`src/rtl/regfile_mp_pkg.sv`:
```
`default_nettype none
// ============================================================================
//  Module      : regfile_mp_pkg
//  Description : Shared constants for the multi-port register file.
//                Supplies the word width, register count and zero-register
//                defaults used as parameter defaults by regfile_mp.
//  Revision    : 1.0 - initial multi-port release
// ============================================================================

`ifndef WORD_WIDTH
`define WORD_WIDTH 32
`endif
`ifndef REG_NUM
`define REG_NUM 32
`endif
`ifndef REG_NUM_LOG
`define REG_NUM_LOG 5
`endif
`ifndef RF_ZERO_REG
`define RF_ZERO_REG 1
`endif

package regfile_mp_pkg;
  localparam int RF_WIDTH    = `WORD_WIDTH;
  localparam int RF_DEPTH    = `REG_NUM;
  localparam int RF_ZERO_REG = `RF_ZERO_REG;
endpackage

`default_nettype wire

```
`src/rtl/regfile_wr_arbiter.sv`:
```
`default_nettype none
// ============================================================================
//  Module      : regfile_wr_arbiter
//  Description : Resolves the NWRITE write ports against one address.
//                Ports are scanned in ascending order so the highest-index
//                enabled port that matches supplies the data.
//  Ports       : i_addr    - address being resolved
//                i_wr_en   - per-port write enables
//                i_wr_addr - packed write addresses
//                i_wr_data - packed write data
//                o_hit     - some enabled port targets i_addr
//                o_data    - winning write data (0 when no hit)
//  Revision    : 1.0 - initial release
// ============================================================================
module regfile_wr_arbiter #(
  parameter int WIDTH  = 32,
  parameter int AW     = 5,
  parameter int NWRITE = 2
) (
  input  logic [AW-1:0]           i_addr,
  input  logic [NWRITE-1:0]       i_wr_en,
  input  logic [NWRITE*AW-1:0]    i_wr_addr,
  input  logic [NWRITE*WIDTH-1:0] i_wr_data,
  output logic                    o_hit,
  output logic [WIDTH-1:0]        o_data
);

  always_comb begin
    o_hit  = 1'b0;
    o_data = '0;
    // Later matches overwrite earlier ones: highest index wins.
    for (int k = 0; k < NWRITE; k++) begin
      if (i_wr_en[k] && (i_wr_addr[k*AW +: AW] == i_addr)) begin
        o_hit  = 1'b1;
        o_data = i_wr_data[k*WIDTH +: WIDTH];
      end
    end
  end

endmodule

`default_nettype wire

```
`src/rtl/regfile_mp.sv`:
```
`default_nettype none
// ============================================================================
//  Module      : regfile_mp
//  Description : Parametrised multi-port register file with busy scoreboard
//                and same-cycle write-to-read bypass.
//  Ports       : clk, rst      - clock, synchronous active-high reset
//                wr_en/addr/data - NWRITE packed write ports
//                rsv_en/addr   - mark a destination register busy
//                rd_addr       - NREAD packed read addresses
//                rd_data       - packed read data (combinational)
//                rd_busy       - per read port, value not yet produced
//                busy_cnt      - registered popcount of busy registers
//  Revision    : 1.0 - initial multi-port release
// ============================================================================
module regfile_mp
  import regfile_mp_pkg::*;
#(
  parameter int  WIDTH    = RF_WIDTH,
  parameter int  DEPTH    = RF_DEPTH,
  parameter int  NREAD    = 2,
  parameter int  NWRITE   = 2,
  parameter int  ZERO_REG = RF_ZERO_REG,
  parameter int  BYPASS   = 1,
  localparam int AW       = $clog2(DEPTH)
) (
  input  logic                    clk,
  input  logic                    rst,
  input  logic [NWRITE-1:0]       wr_en,
  input  logic [NWRITE*AW-1:0]    wr_addr,
  input  logic [NWRITE*WIDTH-1:0] wr_data,
  input  logic                    rsv_en,
  input  logic [AW-1:0]           rsv_addr,
  input  logic [NREAD*AW-1:0]     rd_addr,
  output logic [NREAD*WIDTH-1:0]  rd_data,
  output logic [NREAD-1:0]        rd_busy,
  output logic [AW:0]             busy_cnt
);

  logic [WIDTH-1:0]  r_mem [DEPTH];
  logic [DEPTH-1:0]  r_busy;
  logic [AW:0]       r_busy_cnt;

  logic [NWRITE-1:0] w_wr_en;
  logic              w_rsv_en;
  logic [DEPTH-1:0]  w_busy_nxt;
  logic [AW:0]       w_busy_cnt;

  // Dropping address-0 traffic at the source keeps register 0 at its reset
  // value and never busy, and keeps it out of every bypass path.
  always_comb begin
    for (int k = 0; k < NWRITE; k++) begin
      w_wr_en[k] = wr_en[k] &&
                   !((ZERO_REG != 0) && (wr_addr[k*AW +: AW] == '0));
    end
  end
  assign w_rsv_en = rsv_en && !((ZERO_REG != 0) && (rsv_addr == '0));

  // Storage and busy update, one arbiter per register.
  for (genvar i = 0; i < DEPTH; i++) begin : g_reg
    logic             w_hit;
    logic [WIDTH-1:0] w_data;

    regfile_wr_arbiter #(
      .WIDTH  (WIDTH),
      .AW     (AW),
      .NWRITE (NWRITE)
    ) u_arb (
      .i_addr    (AW'(i)),
      .i_wr_en   (w_wr_en),
      .i_wr_addr (wr_addr),
      .i_wr_data (wr_data),
      .o_hit     (w_hit),
      .o_data    (w_data)
    );

    // A reservation beats a retiring write: the new producer is still pending.
    assign w_busy_nxt[i] = (w_rsv_en && (rsv_addr == AW'(i))) ? 1'b1 :
                           w_hit                             ? 1'b0 :
                                                               r_busy[i];

    always_ff @(posedge clk) begin
      if (rst) begin
        r_mem[i] <= '0;
      end else if (w_hit) begin
        r_mem[i] <= w_data;
      end
    end
  end

  // Counting the next-state vector keeps busy_cnt exact under multi-port clears.
  always_comb begin
    w_busy_cnt = '0;
    for (int i = 0; i < DEPTH; i++) begin
      w_busy_cnt = w_busy_cnt + (AW+1)'(w_busy_nxt[i]);
    end
  end

  always_ff @(posedge clk) begin
    if (rst) begin
      r_busy     <= '0;
      r_busy_cnt <= '0;
    end else begin
      r_busy     <= w_busy_nxt;
      r_busy_cnt <= w_busy_cnt;
    end
  end

  assign busy_cnt = r_busy_cnt;

  // Read ports.
  for (genvar j = 0; j < NREAD; j++) begin : g_rd
    logic [AW-1:0]    w_raddr;
    logic             w_hit;
    logic [WIDTH-1:0] w_hdata;
    logic [WIDTH-1:0] w_rdata;
    logic             w_rbusy;

    assign w_raddr = rd_addr[j*AW +: AW];

    if (BYPASS != 0) begin : g_byp
      regfile_wr_arbiter #(
        .WIDTH  (WIDTH),
        .AW     (AW),
        .NWRITE (NWRITE)
      ) u_arb (
        .i_addr    (w_raddr),
        .i_wr_en   (w_wr_en),
        .i_wr_addr (wr_addr),
        .i_wr_data (wr_data),
        .o_hit     (w_hit),
        .o_data    (w_hdata)
      );
    end else begin : g_nobyp
      assign w_hit   = 1'b0;
      assign w_hdata = '0;
    end

    always_comb begin
      w_rdata = r_mem[w_raddr];
      w_rbusy = r_busy[w_raddr];
      if (rst || ((ZERO_REG != 0) && (w_raddr == '0))) begin
        w_rdata = '0;
        w_rbusy = 1'b0;
      end else if (w_hit) begin
        w_rdata = w_hdata;
        w_rbusy = 1'b0;
      end
    end

    assign rd_data[j*WIDTH +: WIDTH] = w_rdata;
    assign rd_busy[j]                = w_rbusy;
  end

endmodule

`default_nettype wire

```
`config.mk`:
```
export PLATFORM = sky130hd
export DESIGN_NAME = regfile_mp
export DESIGN_NICKNAME = d
export VERILOG_FILES = /design/src/rtl/regfile_mp_pkg.sv /design/src/rtl/regfile_wr_arbiter.sv /design/src/rtl/regfile_mp.sv
export SDC_FILE = /design/constraint.sdc
export NUM_CORES = 2
export LEC_CHECK = 0
export CELL_PAD_IN_SITES_DETAIL_PLACEMENT = 1
export CELL_PAD_IN_SITES_GLOBAL_PLACEMENT = 2
export CORE_UTILIZATION = 49
export DETAILED_ROUTE_END_ITERATION = 10
export GPL_TIMING_DRIVEN = 0
export PLACE_DENSITY_LB_ADDON = 0.15
export SLEW_MARGIN = 20
export SYNTH_ARGS = -nofsm -noshare
export SYNTH_HDL_FRONTEND = slang
export SYNTH_HIERARCHICAL = 1
export SYNTH_SLANG_ARGS = --single-unit
```
`constraint.sdc`:
```
create_clock -name clk -period 11.9 [get_ports clk]
set_input_delay 1.785 -clock clk [delete_from_list [all_inputs] [get_ports clk]]
set_output_delay 1.785 -clock clk [all_outputs]
set_load 0.01 [all_outputs]
```
==> reports/results.tsv <==
metric	value	unit
FF+latch area	31500	um^2
post-CTS resize count	0	
Max Buffers Root-to-Sink	3	
post-synth top area cell	edfxtp_1	
Core Footprint	177000	um^2
PwrDens	112	nW/um^2
fin nets	7800	
pin count of the biggest net entering global routing	35	
Final Critical Period	9.33	ns
Cell Rows	154	
worst-path maximum fanout	11	
status	finished, final reports clean	
vias in the first global route	70800	
final instance area	99500	um^2
RSZ-0062 raised after global routing	no	
sw frac	33.5	%
initial core utilization	49.6	%
first-pass GRT wire length	630000	um
Main synth FF type	edfxtp_1	
Die W	425	um
Avg WL per Cell	47.3	um
Logic pwr share	23.1	%
CTS root buf	clkbuf_16	
#FFs+latches synth	1062	
Seq/Total Area, Yosys	35.9	%
setup violators final	0	
internal power	0.00743	W
Synth warnings	6	
Synth cell types	63	
dpl cell area	95200	um^2
Seq pwr share	40.8	%
Synth top area share	35.1	%
grt ovf	0	
crit path kind	input port to output port	
Die Footprint	181000	um^2
slew margin rel.	5.91	%
Die Ht	425	um
Fin Setup TNS	0	ns
vias per std cell	7.26	
number of max-cap violations	0	
met2 routed WL	196000	um
Global Route Usage Sum	52.1	%
clock skew	0.0124	ns
Clk pin slew, worst setup/hold paths	0.06	ns
count leader, synth	and3_1	
Worst-Margin Slew	1.41	ns
Via Count	73700	
# clock sinks	1062	
final hold vios	0	
routed wl met3	69100	um
Psw	0.00375	W
number of synthesized flops with an enable pin	1024	
Port Buffers	165	
worst hold path class	register to register	
Num CTS Buffers	136	
Syn Inst Count	6964	
Period Utilization, post-route	78.4	%
maximum VDD drop	0.0898	mV
CTS Hold Bufs	0	
final WL	480000	um
main area contributors after synthesis	edfxtp_1, mux2_4, mux4_2, and3_1, and2_1	
Synth top cells by count	and3_1, and2_1, edfxtp_1	
drt first pass iters	8	
Fillers	17900	
Worst Setup End Kind	output port	
io pins	166	
Worst-Skew Late Latency	0.83	ns
fin. max-slew vios	0	
fin cells	10200	
DP Cell Count	9874	
Avg Cell Area, Syn	12.6	um^2
HPWL after detailed placement	346000	um
DRT antenna net count	0	
met1 wire length	160000	um
Post-CTS Setup Inserts	0	
Final Wtd Congestion	1.07	
Worst Setup Start Kind	input port	
critical path data required time	10.12	ns
initial DRC count	13100	
ys async rst share	0	%
Leak	41.4	nW
# DRC	0	
Clock power frac	36.1	%
share of post-route cells with drive strength above 1	29.7	%
TritonCTS clock tree	built	
Max Used Layer	met5	
initial antenna violation count	74	
CTS H-tree depth	4	
critical path arrival	7.55	ns
Mapped Area	87700	um^2
multi-input logic area	52700	um^2
Peak Freq	107	MHz
Area Growth Syn to Fin	13.5	%
[kinds of logic (layout without fill, tap and decap cells)]
kind of cell | after synthesis | in the layout | share of synthesized area [%]
buffers and inverters | 703 | 1197 | 5.54
AO/OA/AOI/OAI | 458 | 458 | 3.90
flip-flops | 1062 | 1062 | 35.9
XOR/XNOR | 342 | 342 | 3.42
multiplexers | 1771 | 1771 | 32.4
other | 2 | 358 | 0.00856
adder cells (fa/ha/maj) | 31 | 31 | 0.648
AND/OR/NAND/NOR | 2595 | 2595 | 18.2
[cell type report]
class / count / area share [%]
clock buffer: 181 / 3.73
inverter: 42 / 0.158
tap: 2340 / 2.94
multi-input combinational: 5517 / 52.9
clock inverter: 58 / 0.382
antenna: 38 / 0.0955
buffer: 661 / 4.80
timing repair buffer: 255 / 3.29
sequential: 1062 / 31.7
[critical path: stages]
cell	delay [ns]
clkdlybuf4s50_1	0.71
buf_2	0.38
buf_4	0.31
buf_4	0.59
nand3_1	0.93
clkbuf_2	0.71
o221ai_1	0.54
a21oi_1	0.22
a21oi_1	0.41
a22o_1	0.29
clkdlybuf4s50_1	0.57
[final timing paths]
kind                    from     endpoint  slack [ns]  depth (start not counted)
hold reg to reg    r_busy[0]    r_busy[0]        0.49                          2
setup / recovery  rd_addr[5]  rd_data[49]        2.57                         11
hold / removal     r_busy[0]    r_busy[0]        0.49                          2
setup reg to reg  r_busy[11]  busy_cnt[4]        6.85                         18
[layout by cell type (no fill, tap or decap), types with 19 or more instances in the layout]
master / synthesis / final
and3_1: 1122 / 1122
and2_1: 1028 / 1028
edfxtp_1: 1024 / 1024
mux2_4: 986 / 986
mux4_2: 441 / 441
clkbuf_1: 403 / 392
conb_1: 2 / 320
mux2i_1: 230 / 230
xor2_1: 206 / 206
buf_12: 104 / 159
clkbuf_16: 0 / 142
xnor2_1: 136 / 136
buf_2: 73 / 126
mux2_2: 108 / 108
a21oi_1: 96 / 96
a22oi_1: 93 / 93
clkdlybuf4s50_1: 0 / 91
nor2_1: 102 / 78
nor2b_1: 77 / 66
nand2_1: 66 / 66
o221ai_1: 65 / 65
buf_6: 47 / 53
clkbuf_2: 0 / 49
a221oi_1: 48 / 48
nand3_1: 47 / 47
a22o_1: 46 / 46
buf_4: 13 / 45
inv_1: 40 / 40
diode_2: 0 / 38
dfxtp_1: 38 / 38
a21o_1: 37 / 37
nor4_1: 37 / 36
and4_4: 34 / 34
buf_16: 0 / 25
clkinv_1: 2 / 24
nor2_2: 0 / 24
fa_1: 24 / 24
a31o_2: 20 / 20
or2_2: 35 / 19
[registers in the layout, indices dropped and copies added, names as in the netlist]
register,flops
busy_cnt,6
r_busy,32
r_mem,1024
[power by group through the flow]
| stage | Combinational (W) | Sequential [W] | Clock (W) |
|---|---|---|---|
| final | 0.00258 | 0.00456 | 0.00403 |
| after global routing | 0.00253 | 0.00456 | 0.00411 |
| after CTS | 0.00241 | 0.00454 | 0.00400 |
| after detailed placement | 0.00240 | 0.00461 | 0 |
| after global placement | 0.00230 | 0.00460 | 0 |
| after floorplan | 0.00116 | 0.00449 | 0 |
[metrics by stage]
stage	total power, W	hold WS [ns]	util, %	worst slack (ns)
after floorplan	0.00565	0.440	-	4.22
after global placement	0.00690	0.453	52.8	-1.05
after detailed placement	0.00701	0.477	53.8	2.99
after CTS	0.0109	0.483	56.2	3.04
after global routing	0.0112	0.516	56.2	2.88
final	0.0112	0.492	56.3	2.57
[layer usage]
| metal | track usage [%] | up-vias |
|---|---|---|
| li1 | - | 27500 |
| met1 | 60.0 | 37300 |
| met2 | 73.3 | 6800 |
| met3 | 21.2 | 2031 |
| met4 | 48.4 | 33 |
| met5 | 1.16 | - |
(Power assumes the default switching activity.)
